## config.mk

```make
export PLATFORM = sky130hd
export DESIGN_NAME = script_sequencer
export DESIGN_NICKNAME = d
export VERILOG_FILES = /design/src/rtl/script_sequencer.sv
export SDC_FILE = /design/constraint.sdc
export NUM_CORES = 1
export LEC_CHECK = 0
export CAP_MARGIN = 0
export CORE_AREA = 4 4 78 80
export DETAILED_ROUTE_END_ITERATION = 12
export DIE_AREA = 0 0 82 84
export MAX_ROUTING_LAYER = met4
export PLACE_DENSITY = 0.84
export SLEW_MARGIN = 40
export SYNTH_ARGS = -nofsm -noshare
export SYNTH_HDL_FRONTEND = slang
export SYNTH_SLANG_ARGS = --single-unit
```

## constraint.sdc

```tcl
create_clock -name clk -period 2.7 [get_ports clk]
set_clock_uncertainty 0.2 [all_clocks]
set_input_delay 0.54 -clock clk [delete_from_list [all_inputs] [get_ports clk]]
set_output_delay 0.54 -clock clk [all_outputs]
set_load 0.01 [all_outputs]
```

## src/rtl/script_sequencer.sv

```systemverilog
// Fetch/execute controller for kitchen scripts: walks the script ROM, resolves jumps and
// waits locally, and hands Action / Game State instructions to the command channel.
module script_sequencer #(
   parameter int TICK_W = 8,
   parameter int PC_W   = 8
) (
   input  logic              clk,
   input  logic              rst,
   input  logic              start,
   input  logic              stop,
   output logic [PC_W-1:0]   rom_addr,
   input  logic [15:0]       rom_data,
   input  logic [7:0]        cond,
   input  logic              tick,
   output logic              cmd_valid,
   input  logic              cmd_ready,
   output logic [2:0]        cmd_op,
   output logic [1:0]        cmd_fun,
   output logic [7:0]        cmd_arg,
   output logic              busy,
   output logic              halted
);

   // state  | meaning
   // IDLE   | stopped or never started; waits for start
   // FETCH  | rom_addr = pc, ROM word arrives next cycle
   // EXEC   | decode rom_data, resolve jump / wait / command
   // ISSUE  | command held on the channel until cmd_ready
   // WAIT_T | counting ticks down to terminal count 1
   // WAIT_C | waiting for cond[csel] to reach the wanted level
   // HALT   | script ended; start re-runs from address 0
   typedef enum logic [2:0] {
      S_IDLE, S_FETCH, S_EXEC, S_ISSUE, S_WAIT_T, S_WAIT_C, S_HALT
   } state_t;

   state_t            state_q, state_d;
   logic [PC_W-1:0]   pc_q, pc_d, pc_inc;
   logic [TICK_W-1:0] cnt_q, cnt_d;
   logic              cmd_valid_q, cmd_valid_d;
   logic [2:0]        cmd_op_q, cmd_op_d;
   logic [1:0]        cmd_fun_q, cmd_fun_d;
   logic [7:0]        cmd_arg_q, cmd_arg_d;
   logic [2:0]        csel_q, csel_d;
   logic              cpol_q, cpol_d;
   logic              stop_pend_q, stop_pend_d;
   logic              busy_q, busy_d;
   logic              halted_q, halted_d;

   logic [7:0] i_num;
   logic [2:0] i_sign;
   logic [1:0] fun;
   logic [2:0] op_code;
   logic       issue_cmd;
   logic       end_game;

   assign i_num    = rom_data[15:8];
   assign i_sign   = rom_data[7:5];
   assign fun      = rom_data[4:3];
   assign op_code  = rom_data[2:0];
   assign pc_inc   = pc_q + PC_W'(1);
   assign end_game = (cmd_op_q == 3'b100) && (cmd_fun_q == 2'b01);

   always_comb begin
      state_d     = state_q;
      pc_d        = pc_q;
      cnt_d       = cnt_q;
      cmd_valid_d = cmd_valid_q;
      cmd_op_d    = cmd_op_q;
      cmd_fun_d   = cmd_fun_q;
      cmd_arg_d   = cmd_arg_q;
      csel_d      = csel_q;
      cpol_d      = cpol_q;
      stop_pend_d = stop_pend_q;
      issue_cmd   = 1'b0;

      case (state_q)
         S_IDLE, S_HALT: begin
            if (stop) begin
               state_d = S_IDLE;
            end else if (start) begin
               pc_d    = '0;
               state_d = S_FETCH;
            end
         end
         S_FETCH: begin
            if (stop) begin
               state_d = S_IDLE;
               cnt_d   = '0;
            end else begin
               state_d = S_EXEC;
            end
         end
         S_EXEC: begin
            if (stop) begin
               state_d = S_IDLE;
               cnt_d   = '0;
            end else begin
               state_d = S_FETCH;
               pc_d    = pc_inc;
               case (op_code)
                  3'b000: begin
                     state_d = S_HALT;
                     pc_d    = pc_q;
                  end
                  3'b001: issue_cmd = 1'b1;
                  3'b010: begin
                     case (fun)
                        2'b00:   if (cond[i_sign])  pc_d = PC_W'(i_num);
                        2'b01:   if (!cond[i_sign]) pc_d = PC_W'(i_num);
                        2'b10:   pc_d = PC_W'(i_num);
                        default: ;
                     endcase
                  end
                  3'b011: begin
                     case (fun)
                        2'b00: begin
                           if (i_num != 8'd0) begin
                              cnt_d   = TICK_W'(i_num);
                              state_d = S_WAIT_T;
                              pc_d    = pc_q;
                           end
                        end
                        2'b01, 2'b10: begin
                           csel_d  = i_sign;
                           cpol_d  = (fun == 2'b01);
                           state_d = S_WAIT_C;
                           pc_d    = pc_q;
                        end
                        default: ;
                     endcase
                  end
                  3'b100:  issue_cmd = !fun[1];
                  default: ;
               endcase
               if (issue_cmd) begin
                  cmd_valid_d = 1'b1;
                  cmd_op_d    = op_code;
                  cmd_fun_d   = fun;
                  cmd_arg_d   = i_num;
                  state_d     = S_ISSUE;
                  pc_d        = pc_q;
               end
            end
         end
         S_ISSUE: begin
            // The handshake is never abandoned; a stop is remembered until the accept.
            if (stop) stop_pend_d = 1'b1;
            if (cmd_ready) begin
               cmd_valid_d = 1'b0;
               pc_d        = pc_inc;
               stop_pend_d = 1'b0;
               if (stop || stop_pend_q) state_d = S_IDLE;
               else if (end_game)       state_d = S_HALT;
               else                     state_d = S_FETCH;
            end
         end
         S_WAIT_T: begin
            if (stop) begin
               state_d = S_IDLE;
               cnt_d   = '0;
            end else if (tick) begin
               if (cnt_q == TICK_W'(1)) begin
                  cnt_d   = '0;
                  pc_d    = pc_inc;
                  state_d = S_FETCH;
               end else begin
                  cnt_d = cnt_q - TICK_W'(1);
               end
            end
         end
         S_WAIT_C: begin
            if (stop) begin
               state_d = S_IDLE;
               cnt_d   = '0;
            end else if (cond[csel_q] == cpol_q) begin
               pc_d    = pc_inc;
               state_d = S_FETCH;
            end
         end
         default: state_d = S_IDLE;
      endcase

      busy_d   = (state_d != S_IDLE) && (state_d != S_HALT);
      halted_d = (state_d == S_HALT);
   end

   always_ff @(posedge clk) begin
      if (rst) begin
         state_q     <= S_IDLE;
         pc_q        <= '0;
         cnt_q       <= '0;
         cmd_valid_q <= 1'b0;
         cmd_op_q    <= '0;
         cmd_fun_q   <= '0;
         cmd_arg_q   <= '0;
         csel_q      <= '0;
         cpol_q      <= 1'b0;
         stop_pend_q <= 1'b0;
         busy_q      <= 1'b0;
         halted_q    <= 1'b0;
      end else begin
         state_q     <= state_d;
         pc_q        <= pc_d;
         cnt_q       <= cnt_d;
         cmd_valid_q <= cmd_valid_d;
         cmd_op_q    <= cmd_op_d;
         cmd_fun_q   <= cmd_fun_d;
         cmd_arg_q   <= cmd_arg_d;
         csel_q      <= csel_d;
         cpol_q      <= cpol_d;
         stop_pend_q <= stop_pend_d;
         busy_q      <= busy_d;
         halted_q    <= halted_d;
      end
   end

   assign rom_addr  = pc_q;
   assign cmd_valid = cmd_valid_q;
   assign cmd_op    = cmd_op_q;
   assign cmd_fun   = cmd_fun_q;
   assign cmd_arg   = cmd_arg_q;
   assign busy      = busy_q;
   assign halted    = halted_q;

endmodule

```

==> metrics.yaml <==
wl_per_cell_um: 16.1
mostFrequentLayoutCells: "clkdlybuf4s50_1 (52), buf_4 (44), nor2_1 (42)"
synth_compound_area_share_pct: 21.4
synth_warnings: 0
die_h_um: 84
initial_utilization_pct: 50.5
cts_tree: "yes"
wirelength_um: 7990
cp.buffers_inverters: 1
worstMarginPinSlew_ns: 0.484
io-pin-count: 54
min_path_type: "register to register"
min_to: "cmd_arg[1]$_SDFFE_PP0P_"
synth-simple-area-share_pct: 24.3
highest-signal-layer: "met4"
final_common_cell: "clkdlybuf4s50_1"
cp_cell_sequence: "clkdlybuf4s50_1 -> mux2i_1 -> mux4_2 -> xnor2_1 -> a21bo_2 -> a2111o_1 -> o211a_1"
synth_top_family_by_area: "simple AND/OR/NAND/NOR gates"
cp.arrival_ns: 2.63
grt_usage_pct: 24.9
min-delay-start: "cmd_arg[1]$_SDFFE_PP0P_"
wl_met3_um: 481
end_kind: "register"
cts_hold_buffers: 0
clk_latency_ns: 0.29
synthCells: 342
r2r_cells: 7
first_iter_violations: 249
clock_path_buffers: 2
reg2reg_setup_slack_ns: 0.14
clock_sinks: 40
finalCritPeriodShare_pct: 97.9
cp-start-kind: "input port"
crit_type: "input port to register"
area_delta_synth_final_pct: 35.8
yosys.area_share.adder_pct: 3.21
grt_max_degree: 26
crit-reg2reg-capture: "rom_addr[7]$_SDFFE_PP0P_"
synth-seq-cells: 40
ys.flop_type: "dfxtp_1"
nNetsFinal: 462
antenna_left: 0
drtPass1Iterations: 4
cts-buffers-inserted: 5
vias: 2854
postSynth.asyncResetShare_pct: 0
power_mw: 1.43
period_needed_ns: 2.64
crit_fanout: 2
fin_util_pct: 68.5
yosysSeqAreaShare_pct: 29.3
hold_viol: 0
cts.htree.levels: 2
ys_types: 59
avgSynthCellArea_um2: 7.98
fmax_mhz: 378
drive_above_1_share_pct: 16.2
placementRows: 27
slew_viol_final: 0
hold_depth: 2
pwr_density_cell_nw_per_um2: 386
relSlewSlack_pct: 67.4
p_leak_nw: 1.43
synthMuxAreaShare_pct: 12.7
met2WireLength_um: 3940
synth_edf_count: 0
synth_area_um2: 2730
startpoint: "cond[2]"
cpLargestDelayFamily: "compound AO/OA/AOI/OAI gates"
remaining_drc_errors: 0
avgViaCountPerCell: 5.73
grt-ovfl-total: 0
grt_pass1_vias: 2903
cts-root-buf: "clkbuf_8"
drv_cap: 0
critPathMaxStageDelay_ns: 0.50
synth_fp_nets: 379
grt_pass1_wl_um: 13300
antenna_found_initial: 0
synth_xor_area_share_pct: 3.21
die_area_um2: 6890
cpMaxStageDelayCell: "clkdlybuf4s50_1"
r2r-start: "cnt_q[2]$_SDFFE_PP0P_"
die_w_um: 82
place_hpwl_um: 6100
clkTransAtPathRegs_ns: 0.08
n_antenna_cell: 0
drt-met1-wl_um: 3400
portBuffers: 53
ir_drop_mv: 0.243
whs_ns: 0.300
core-area_um2: 5410
run_status: "completed"
worstPathRequired_ns: 2.69
gp_congestion: 0.990
finalSetupViolCount: 0
flip-flops by register name, summed over array words and instances (netlist names):
register / count
state_q: 3
cpol_q: 1
cmd_valid: 1
cmd_fun: 2
cmd_arg: 8
csel_q: 3
cmd_op: 3
rom_addr: 8
halted: 1
cnt_q: 8
stop_pend_q: 1
busy: 1
final cells by class:
class	instances	area (µm²)
clock buffer	5	68.8
clock inverter	3	42.5
fill	451	1700
inverter	16	60.1
multi-input combinational	265	1780
sequential	40	801
tap	72	90.1
timing repair buffer	97	863
power by group:
part,switching [mW],total [mW],internal (mW)
Combinational,0.153,0.313,0.159
Sequential,0.0202,0.625,0.605
Clock,0.219,0.493,0.274
per-stage QoR:
step / setup slack [ns] / setup TNS (ns) / instance area [µm²] / cells
2_1_floorplan: 0.296 / 0 / 2730 / 342
3_3_place_gp: -0.253 / -1.57 / 3580 / 490
3_5_place_dp: -0.250 / -2.09 / 3580 / 490
4_1_cts: 0.0284 / 0 / 3690 / 498
5_1_grt: -0.0365 / -0.0878 / 3700 / 498
6_report: 0.0571 / 0 / 3700 / 498
synthesized netlist by cell type, types with 5 or more instances:
cell | count | area share, %
nor4_1 | 5 | 1.1
nand2_1 | 25 | 3.4
nor2_1 | 42 | 5.8
o21ai_0 | 15 | 2.8
mux2i_1 | 28 | 10
a21oi_1 | 23 | 4.2
a211oi_1 | 6 | 1.7
nand2b_1 | 7 | 1.6
inv_1 | 16 | 2.2
nand3_1 | 9 | 1.7
a31oi_1 | 10 | 2.3
xnor2_1 | 6 | 1.9
ha_1 | 7 | 3.2
nor2b_1 | 6 | 1.4
clkbuf_1 | 14 | 1.9
nor3_1 | 10 | 1.8
dfxtp_1 | 40 | 29
worst min-delay path, cell delays in order, from the launching register on:
cell     delay (ns)
dfxtp_1        0.33
mux2i_1        0.06
nor2_1         0.07
routing by layer:
layer	up-vias	track usage, %
li1	1397	-
met1	1334	30.8
met2	102	40.7
met3	21	4.75
met4	0	7.25
met5	-	-
worst max path at each step:
stage / endpoint / slack [ns] / depth (start not counted)
floorplan: rom_addr[1]$_SDFFE_PP0P_ / 0.30 / 7
global placement: rom_addr[7]$_SDFFE_PP0P_ / -0.25 / 7
detailed placement: rom_addr[7]$_SDFFE_PP0P_ / -0.25 / 7
CTS: rom_addr[7]$_SDFFE_PP0P_ / 0.03 / 7
global route: rom_addr[6]$_SDFFE_PP0P_ / -0.04 / 9
finish: busy$_SDFF_PP0_ / 0.06 / 7
cell families after synthesis:
family	after synthesis
muxes	32
and+or+nand+nor	130
buffers and inverters	37
xor gates and xnor gates	10
AOI/OAI and AO/OA	86
adders and majority gates	7
DFF	40
timing repair:
item / 4_1_cts / 5_1_grt
hold endpoints to repair: 0 / 0
buffers inserted: 0 / 0
gates resized for setup: 0 / 3
setup endpoints to repair: 0 / 6
Power figures use the tool's default switching activity.
